## src/rtl/keypad_pkg.sv

```systemverilog
// ------------------------------------------------------------------
// keypad_pkg: shared keypad geometry and lowest-set-bit helper. Rev 1.0
// ------------------------------------------------------------------
`default_nettype none

package keypad_pkg;

  localparam int NUM_COLS   = 4;
  localparam int NUM_ROWS   = 4;
  localparam int KEY_CODE_W = 4;
  localparam logic [NUM_COLS-1:0] COL_IDLE = 4'b1111;

  function automatic logic [KEY_CODE_W-1:0] lowest_set(input logic [15:0] v);
    lowest_set = '0;
    for (int i = 15; i >= 0; i--) begin
      if (v[i]) lowest_set = i[KEY_CODE_W-1:0];
    end
  endfunction

endpackage

`default_nettype wire

```

## src/rtl/keypad_sync.sv

```systemverilog
// ------------------------------------------------------------------
// keypad_sync: 2-flop synchroniser for the active-low row inputs. Rev 1.0
// ------------------------------------------------------------------
`default_nettype none

module keypad_sync
  import keypad_pkg::*;
(
  input  logic                clk,
  input  logic                reset,
  input  logic [NUM_ROWS-1:0] d,
  output logic [NUM_ROWS-1:0] q
);

  logic [NUM_ROWS-1:0] meta;

  // Idle (all high) reset keeps the scanner from seeing phantom presses
  always_ff @(posedge clk) begin
    if (!reset) begin
      meta <= COL_IDLE;
      q    <= COL_IDLE;
    end else begin
      meta <= d;
      q    <= meta;
    end
  end

endmodule

`default_nettype wire

```

## src/rtl/keypad_scan.sv

```systemverilog
// ------------------------------------------------------------------
// keypad_scan: 4x4 keypad scanner, frame debounce, press-event register.
// Optional release events with KEYPAD_RELEASE_EN. Rev 1.0
// ------------------------------------------------------------------
`default_nettype none

module keypad_scan
  import keypad_pkg::*;
#(
  parameter int DIV_BITS = 11,
  parameter int DEBOUNCE = 4
) (
  input  logic                      clk,
  input  logic                      reset,
  input  logic [NUM_ROWS-1:0]       rows,
  output logic [NUM_COLS-1:0]       cols,
  output logic [15:0]               keys,
  output logic                      key_valid,
  output logic [KEY_CODE_W-1:0]     key_code,
  input  logic                      key_ready,
  output logic                      overflow
`ifdef KEYPAD_RELEASE_EN
  ,output logic                     key_release
`endif
);

  localparam logic [3:0] DEB = 4'(DEBOUNCE);

  logic [DIV_BITS-1:0]   divider;
  logic                  tick;
  logic [1:0]            col;
  logic [NUM_ROWS-1:0]   sync_rows;
  logic [15:0]           raw;
  logic [15:0]           frame;
  logic [15:0]           prev;
  logic [3:0]            match_cnt;
  logic [15:0]           keys_old;
  logic [15:0]           press_bits;
  logic                  ev;
  logic [KEY_CODE_W-1:0] ev_code;

  keypad_sync u_sync (
    .clk   (clk),
    .reset (reset),
    .d     (rows),
    .q     (sync_rows)
  );

  assign tick = &divider;
  assign cols = ~(4'b0001 << col);

  // raw with the current column's nibble replaced by the live sample
  always_comb begin
    frame = raw;
    frame[col*NUM_ROWS +: NUM_ROWS] = ~sync_rows;
  end

  always_ff @(posedge clk) begin
    if (!reset) begin
      divider   <= '0;
      col       <= 2'd0;
      raw       <= '0;
      prev      <= '0;
      match_cnt <= '0;
      keys      <= '0;
    end else begin
      divider <= divider + 1'b1;
      if (tick) begin
        raw <= frame;
        col <= col + 2'd1;
        if (col == 2'd3) begin
          if (frame != prev) begin
            prev      <= frame;
            match_cnt <= '0;
          end else if (match_cnt < DEB) begin
            match_cnt <= match_cnt + 4'd1;
            if (match_cnt + 4'd1 == DEB) keys <= prev;
          end
        end
      end
    end
  end

  always_ff @(posedge clk) begin
    if (!reset) keys_old <= '0;
    else        keys_old <= keys;
  end

  assign press_bits = keys & ~keys_old;

`ifdef KEYPAD_RELEASE_EN
  logic [15:0] rel_bits;
  logic        ev_rel;

  assign rel_bits = keys_old & ~keys;
  assign ev_rel   = ~|press_bits;
  assign ev       = (|press_bits) || (|rel_bits);
  assign ev_code  = ev_rel ? lowest_set(rel_bits) : lowest_set(press_bits);
`else
  assign ev      = |press_bits;
  assign ev_code = lowest_set(press_bits);
`endif

  // One-entry holding register; a busy slot drops new events and flags it
  always_ff @(posedge clk) begin
    if (!reset) begin
      key_valid   <= 1'b0;
      key_code    <= '0;
      overflow    <= 1'b0;
`ifdef KEYPAD_RELEASE_EN
      key_release <= 1'b0;
`endif
    end else if (!ev) begin
      if (key_valid && key_ready) key_valid <= 1'b0;
    end else if (!key_valid || key_ready) begin
      key_valid   <= 1'b1;
      key_code    <= ev_code;
`ifdef KEYPAD_RELEASE_EN
      key_release <= ev_rel;
`endif
    end else begin
      overflow <= 1'b1;
    end
  end

endmodule

`default_nettype wire

```

## config.mk

```make
export PLATFORM = sky130hd
export DESIGN_NAME = keypad_scan
export DESIGN_NICKNAME = d
export VERILOG_FILES = /design/src/rtl/keypad_pkg.sv /design/src/rtl/keypad_sync.sv /design/src/rtl/keypad_scan.sv
export SDC_FILE = /design/constraint.sdc
export NUM_CORES = 1
export LEC_CHECK = 0
export BUFFER_PORTS_ARGS = -buffer_cell sky130_fd_sc_hd__buf_2
export CAP_MARGIN = 20
export CORE_AREA = 3 3 120 122
export DETAILED_ROUTE_END_ITERATION = 16
export DIE_AREA = 0 0 123 125
export PLACE_DENSITY = 0.49
export REMOVE_ABC_BUFFERS = 1
export SLEW_MARGIN = 20
export SYNTH_ARGS = -nofsm -noshare
export SYNTH_HDL_FRONTEND = slang
export SYNTH_SLANG_ARGS = --single-unit
```

## constraint.sdc

```tcl
create_clock -name clk -period 4.66 [get_ports clk]
set_clock_uncertainty 0.2 [all_clocks]
set_input_delay 0.233 -clock clk [delete_from_list [all_inputs] [get_ports clk]]
set_output_delay 0.233 -clock clk [all_outputs]
set_load 0.005 [all_outputs]
```

==> run summary, run 1 <==
Post-synth ARST share = 0
register area share after synthesis = 0.4598
TritonCTS clock tree = yes
vias in the first global route = 3044
vias post-DR = 3205
final hold violations = 0
crit path max fanout = 16
WS Path Type = register to register
Final nets = 512
minimum clock period = 4.020 ns
antenna fix cells = 0
WHS Path Cells = 3
synth warn = 0
top-area cell type share of the netlist area = 0.4598
Top Ports = 33
final WL = 9.111 mm
GRT Resource Usage Total = 0.1235
Clock power frac = 0.462
status = completed
area grow syn2layout = 16.03%
wire length per cell = 13.42 um
max-cap violation count = 0
Netlist cell types = 52
critical path required time = 4.72 ns
area post-placement = 4461 um2
Final Total Pwr = 1.602 mW
fin crit share = 0.8627
Via density = 4.720
commonest non-fill, non-tap cell in the layout = dfxtp_1
initial DRC count = 206
Critical Path Sink Type = register
Synth Cell Area = 4136 um2
Pleak = 1.886 nW
most frequent cells in the layout = dfxtp_1, nand2_1, nor2_1
worst-margin pin slew = 0.6393 ns
Fmax = 248.7 MHz
final setup vio count = 0
Max transition margin = 0.5738
HP Class = input port to register
die area = 15380 um2
sum of negative setup slack = 0 ns
PortBufs = 32
Initial Util = 0.3111
First-pass DRT Iterations = 4
Area contributors post-synth = dfxtp_1, mux2i_1, nand2_1
Synth Area per Inst = 8.858 um2
Final Wtd Congestion = 0.7821
HPWL after detailed placement = 6.550 mm
pin count of the biggest net entering global routing = 62
RSZ-0062 raised after global routing = false
Power Dens Cells = 333.8 nW/um2
antenna violations before repair = 0
final max-slew violation count = 0
#FFs+latches synth = 95
CTS Buffer Depth = 2
Die Ht = 125 um
number of flops mapped to enable cells by yosys = 0
switching share of total power = 0.2119
sequential share of power = 0.514
Clk Latency, worst-skew pair = 0.33 ns
Synth area leader = dfxtp_1
grt ovf = 0
CTS root buffer = clkbuf_16
share of cells above drive strength 1 = 0.1113
CORE AREA = 13300 um2
VDD IR max = 0.1576 mV
startpoint types = register
Die W = 123 um
Logic pwr share = 0.024
Net Sw Power = 339.5 uW
Design Area, Final = 4800 um2
# DRC = 0
num rows = 42
Pint = 1.263 mW
FILL cells = 1366
cts bufs inserted = 9
Clock Sinks = 95
htree depth = 3
Hold WS = 0.08019 ns
worst-case reg-to-reg path depth = 10
main flop type after synthesis = dfxtp_1
ANT nets after route = 0
first-pass GRT wire length = 15.23 mm
Clk pin slew, worst setup/hold paths = 0.07 ns
final core occ = 0.3610
cells after synthesis = 467
Worst Path Arrival = 4.08 ns
worst max-delay path, stage by stage (launching register included):
cell       delay, ns
dfxtp_1         0.55
inv_1           0.15
ha_1            0.41
or3b_1          0.57
or2_1           0.32
a2111oi_2       0.30
o2111ai_1       0.19
nor4_2          0.54
and3_1          0.23
buf_4           0.27
mux2i_1         0.21
state kept, by name, summed over array words and instances (netlist names):
signal and count:
u_sync.meta 4, prev 16, overflow 1, keys_old 16, key_code 4, keys 16, u_sync.q 4, divider 11
key_valid 1, raw 16, match_cnt 4, col 2
per-layer routing:
| metal | part of all wire | global-route usage | routed length (um) | vias up |
|---|---|---|---|---|
| met5 | 0 | 0 | 0 | - |
| met4 | 0.0070 | 0.02541 | 64 | 0 |
| met3 | 0.050 | 0.03388 | 451 | 5 |
| met2 | 0.44 | 0.1911 | 4005 | 62 |
| met1 | 0.50 | 0.1729 | 4589 | 1479 |
| li1 | - | - | - | 1659 |
synth_stat cells (all sizes together) (2+ instances only):
cell type / n
and2: 2
a2bb2oi: 4
a211oi: 5
o32ai: 3
o22ai: 4
or3: 4
o2111ai: 2
mux2i: 32
o22a: 2
nand2: 57
o2bb2ai: 3
nand4: 4
a21oi: 18
o21ai: 8
a22oi: 6
inv: 32
nor2: 43
nor2b: 14
xnor2: 11
buf: 8
nand2b: 21
clkbuf: 14
xor2: 10
nor3b: 2
and3: 2
nand3: 16
a22o: 2
nor4: 2
dfxtp: 95
ha: 7
o21bai: 3
o41ai: 5
or2: 2
nor3: 9
path summary, 6_finish.rpt:
check | from | endpoint | slack [ns]
worst max-delay path | col[0] | keys[5] | 0.64
worst min-delay path | key_ready | key_valid | 0.08
worst max register to register | col[0] | keys[5] | 0.64
worst min register to register | u_sync.meta[1] | u_sync.q[1] | 0.21
power groups by stage:
stage / Combinational, mW / Clock [mW] / Sequential [mW]
2_1_floorplan: 0.0178 / 0 / 0.839
3_3_place_gp: 0.0363 / 0 / 0.841
3_5_place_dp: 0.0371 / 0 / 0.841
4_1_cts: 0.0396 / 0.768 / 0.823
5_1_grt: 0.0438 / 0.802 / 0.823
6_report: 0.0387 / 0.740 / 0.823
repair_timing:
action,in CTS,in global routing
hold buffers,4,0
hold endpoints to repair,4,0
resized for setup,0,0
setup buffers,0,0
metrics by stage:
stage,cells,worst slack (ns)
finish,679,0.6398
floorplan,445,0.4675
global route,679,0.3405
global placement,659,0.7371
detailed placement,659,0.6232
CTS,679,0.6275
area by class of cell:
class	instances	area, um2	area share
Timing Repair Buffer	42	245.2	0.05109
Tap cell	176	220.2	0.04588
Inverter	33	123.9	0.02581
Clock buffer	11	242.7	0.05057
Clock inverter	5	56.30	0.01173
Multi-Input combinational cell	317	2009	0.4187
Sequential cell	95	1902	0.3962
cells by family after synthesis:
group	synth area share
buf+inv	0.05445
flops	0.4598
fa+ha+maj	0.02117
mux	0.07744
simple gates	0.2154
compound gates	0.1273
xor+xnor	0.04446
Power figures use the tool's default switching activity.
==> inputs of run 2 (changes only) <==
--- a/config.mk
+++ b/config.mk
@@ -7,12 +7,11 @@
 export LEC_CHECK = 0
 export BUFFER_PORTS_ARGS = -buffer_cell sky130_fd_sc_hd__buf_2
 export CAP_MARGIN = 20
-export CORE_AREA = 3 3 120 122
+export CORE_AREA = 10 10 127 129
 export DETAILED_ROUTE_END_ITERATION = 16
-export DIE_AREA = 0 0 123 125
+export DIE_AREA = 0 0 137 139
 export PLACE_DENSITY = 0.49
 export REMOVE_ABC_BUFFERS = 1
-export SLEW_MARGIN = 20
 export SYNTH_ARGS = -nofsm -noshare
 export SYNTH_HDL_FRONTEND = slang
 export SYNTH_SLANG_ARGS = --single-unit
==> run 2 against run 1 <==
Final cell count is 0.59% higher. Clock-buffer cell count is 1 higher. Routed wire length is 2.3% higher. Worst setup slack better by 0.072 ns. Combinational power is 2% higher. Global-route usage is 2.4 points lower. Register-to-register slack better by 0.07 ns. Sequential cell count stayed put. Non-clock buffer count stayed put. Largest cell class unchanged.
==> run summary, run 2 (synthesis results as in run 1) <==
final hold violations = 0
worst-margin pin slew = 0.6446 ns
Final nets = 512
final setup vio count = 0
area grow syn2layout = 16.76%
HPWL after detailed placement = 6.810 mm
Pleak = 1.897 nW
VDD IR max = 0.2597 mV
Post-CTS Resized = 0
Die Ht = 139 um
most frequent cells in the layout = dfxtp_1, nand2_1, nor2_1
wire length per cell = 13.65 um
cts bufs inserted = 9
Final Total Pwr = 1.659 mW
Fmax = 253.2 MHz
pin count of the biggest net entering global routing = 62
final max-slew violation count = 0
Clk pin slew, worst setup/hold paths = 0.07 ns
Worst Path Arrival = 4.02 ns
Die W = 137 um
num rows = 43
share of cells above drive strength 1 = 0.1093
RSZ-0062 raised after global routing = false
antenna fix cells = 0
max-cap violation count = 0
TritonCTS clock tree = yes
initial DRC count = 177
htree depth = 3
startpoint types = register
HP Class = input port to register
Clock Sinks = 95
grt ovf = 0
CTS root buffer = clkbuf_16
antenna violations before repair = 0
vias post-DR = 3200
R2R setup slack = 0.71 ns
status = completed
crit path max fanout = 16
Clk Latency, worst-skew pair = 0.34 ns
ANT nets after route = 0
Via density = 4.685
GRT Resource Usage Total = 0.09984
# Post-CTS Setup Buffers = 0
fin crit share = 0.8474
Top Ports = 33
sum of negative setup slack = 0 ns
minimum clock period = 3.949 ns
Power Dens Cells = 343.5 nW/um2
commonest non-fill, non-tap cell in the layout = dfxtp_1
die area = 19040 um2
Initial Util = 0.3027
final WL = 9.325 mm
Critical Path Sink Type = register
First-pass DRT Iterations = 4
critical path required time = 4.73 ns
PortBufs = 32
# DRC = 0
Final Wtd Congestion = 0.7846
WS Path Type = register to register
CTS Buffer Depth = 2
first-pass GRT wire length = 15.26 mm
CORE AREA = 13670 um2
Max transition margin = 0.5703
vias in the first global route = 3121
-- run 2: critical path: stages (launching register included) --
cell and delay [ns]:
dfxtp_1 0.56, inv_1 0.15, ha_1 0.40, or3b_1 0.56, or2_1 0.31, a2111oi_2 0.31, o2111ai_1 0.19, nor4_2 0.29
buf_4 0.22, and3_1 0.17, buf_4 0.27, mux2i_1 0.22
-- run 2: cell type report --
type                       instances  area [um2]
fill                            1446        8836
tap                              180       225.2
sequential                        95        1902
multi-input combinational        317        2009
clock inverter                     4       77.57
inverter                          33       123.9
clock buffer                      12       246.5
timing repair buffer              42       245.2
-- run 2: repair_timing --
action                     4_1_cts  5_1_grt
hold endpoints to repair         4        0
hold buffers                     4        0
setup endpoints to repair        0        0
-- run 2: metrics by stage --
stage / hold slack (ns) / std cells / instance area (um2) / worst slack [ns] / util
after floorplan: 0.1060 / 445 / 4035 / 0.4675 / -
after global placement: 0.1883 / 663 / 4466 / 0.8135 / 0.3268
after detailed placement: 0.1916 / 663 / 4466 / 0.6834 / 0.3268
after CTS: 0.05126 / 683 / 4830 / 0.6818 / 0.3534
after global routing: 0.08447 / 683 / 4830 / 0.4007 / 0.3534
final: 0.06273 / 683 / 4830 / 0.7113 / 0.3534
-- run 2: final timing paths --
| kind | depth (start not counted) | startpoint | endpoint |
|---|---|---|---|
| max | 11 | col[0] | keys[8] |
| min | 3 | key_ready | key_valid |
| max reg2reg | 11 | col[0] | keys[8] |
| min reg2reg | 1 | u_sync.meta[3] | u_sync.q[3] |
-- run 2: per-layer routing --
| metal | up-vias | part of all wire | track usage |
|---|---|---|---|
| met3 | 7 | 0.044 | 0.03587 |
| met1 | 1497 | 0.50 | 0.1244 |
| li1 | 1651 | - | - |
| met4 | 0 | 0.013 | 0.03330 |
| met5 | - | 0 | 0 |
| met2 | 45 | 0.45 | 0.1551 |
-- run 2: report_power, final --
| part | internal (mW) | switching, mW | leakage (nW) |
|---|---|---|---|
| Combinational | 0.0146 | 0.0247 | 0.972 |
| Sequential | 0.817 | 0.00593 | 0.767 |
| Clock | 0.488 | 0.308 | 0.157 |
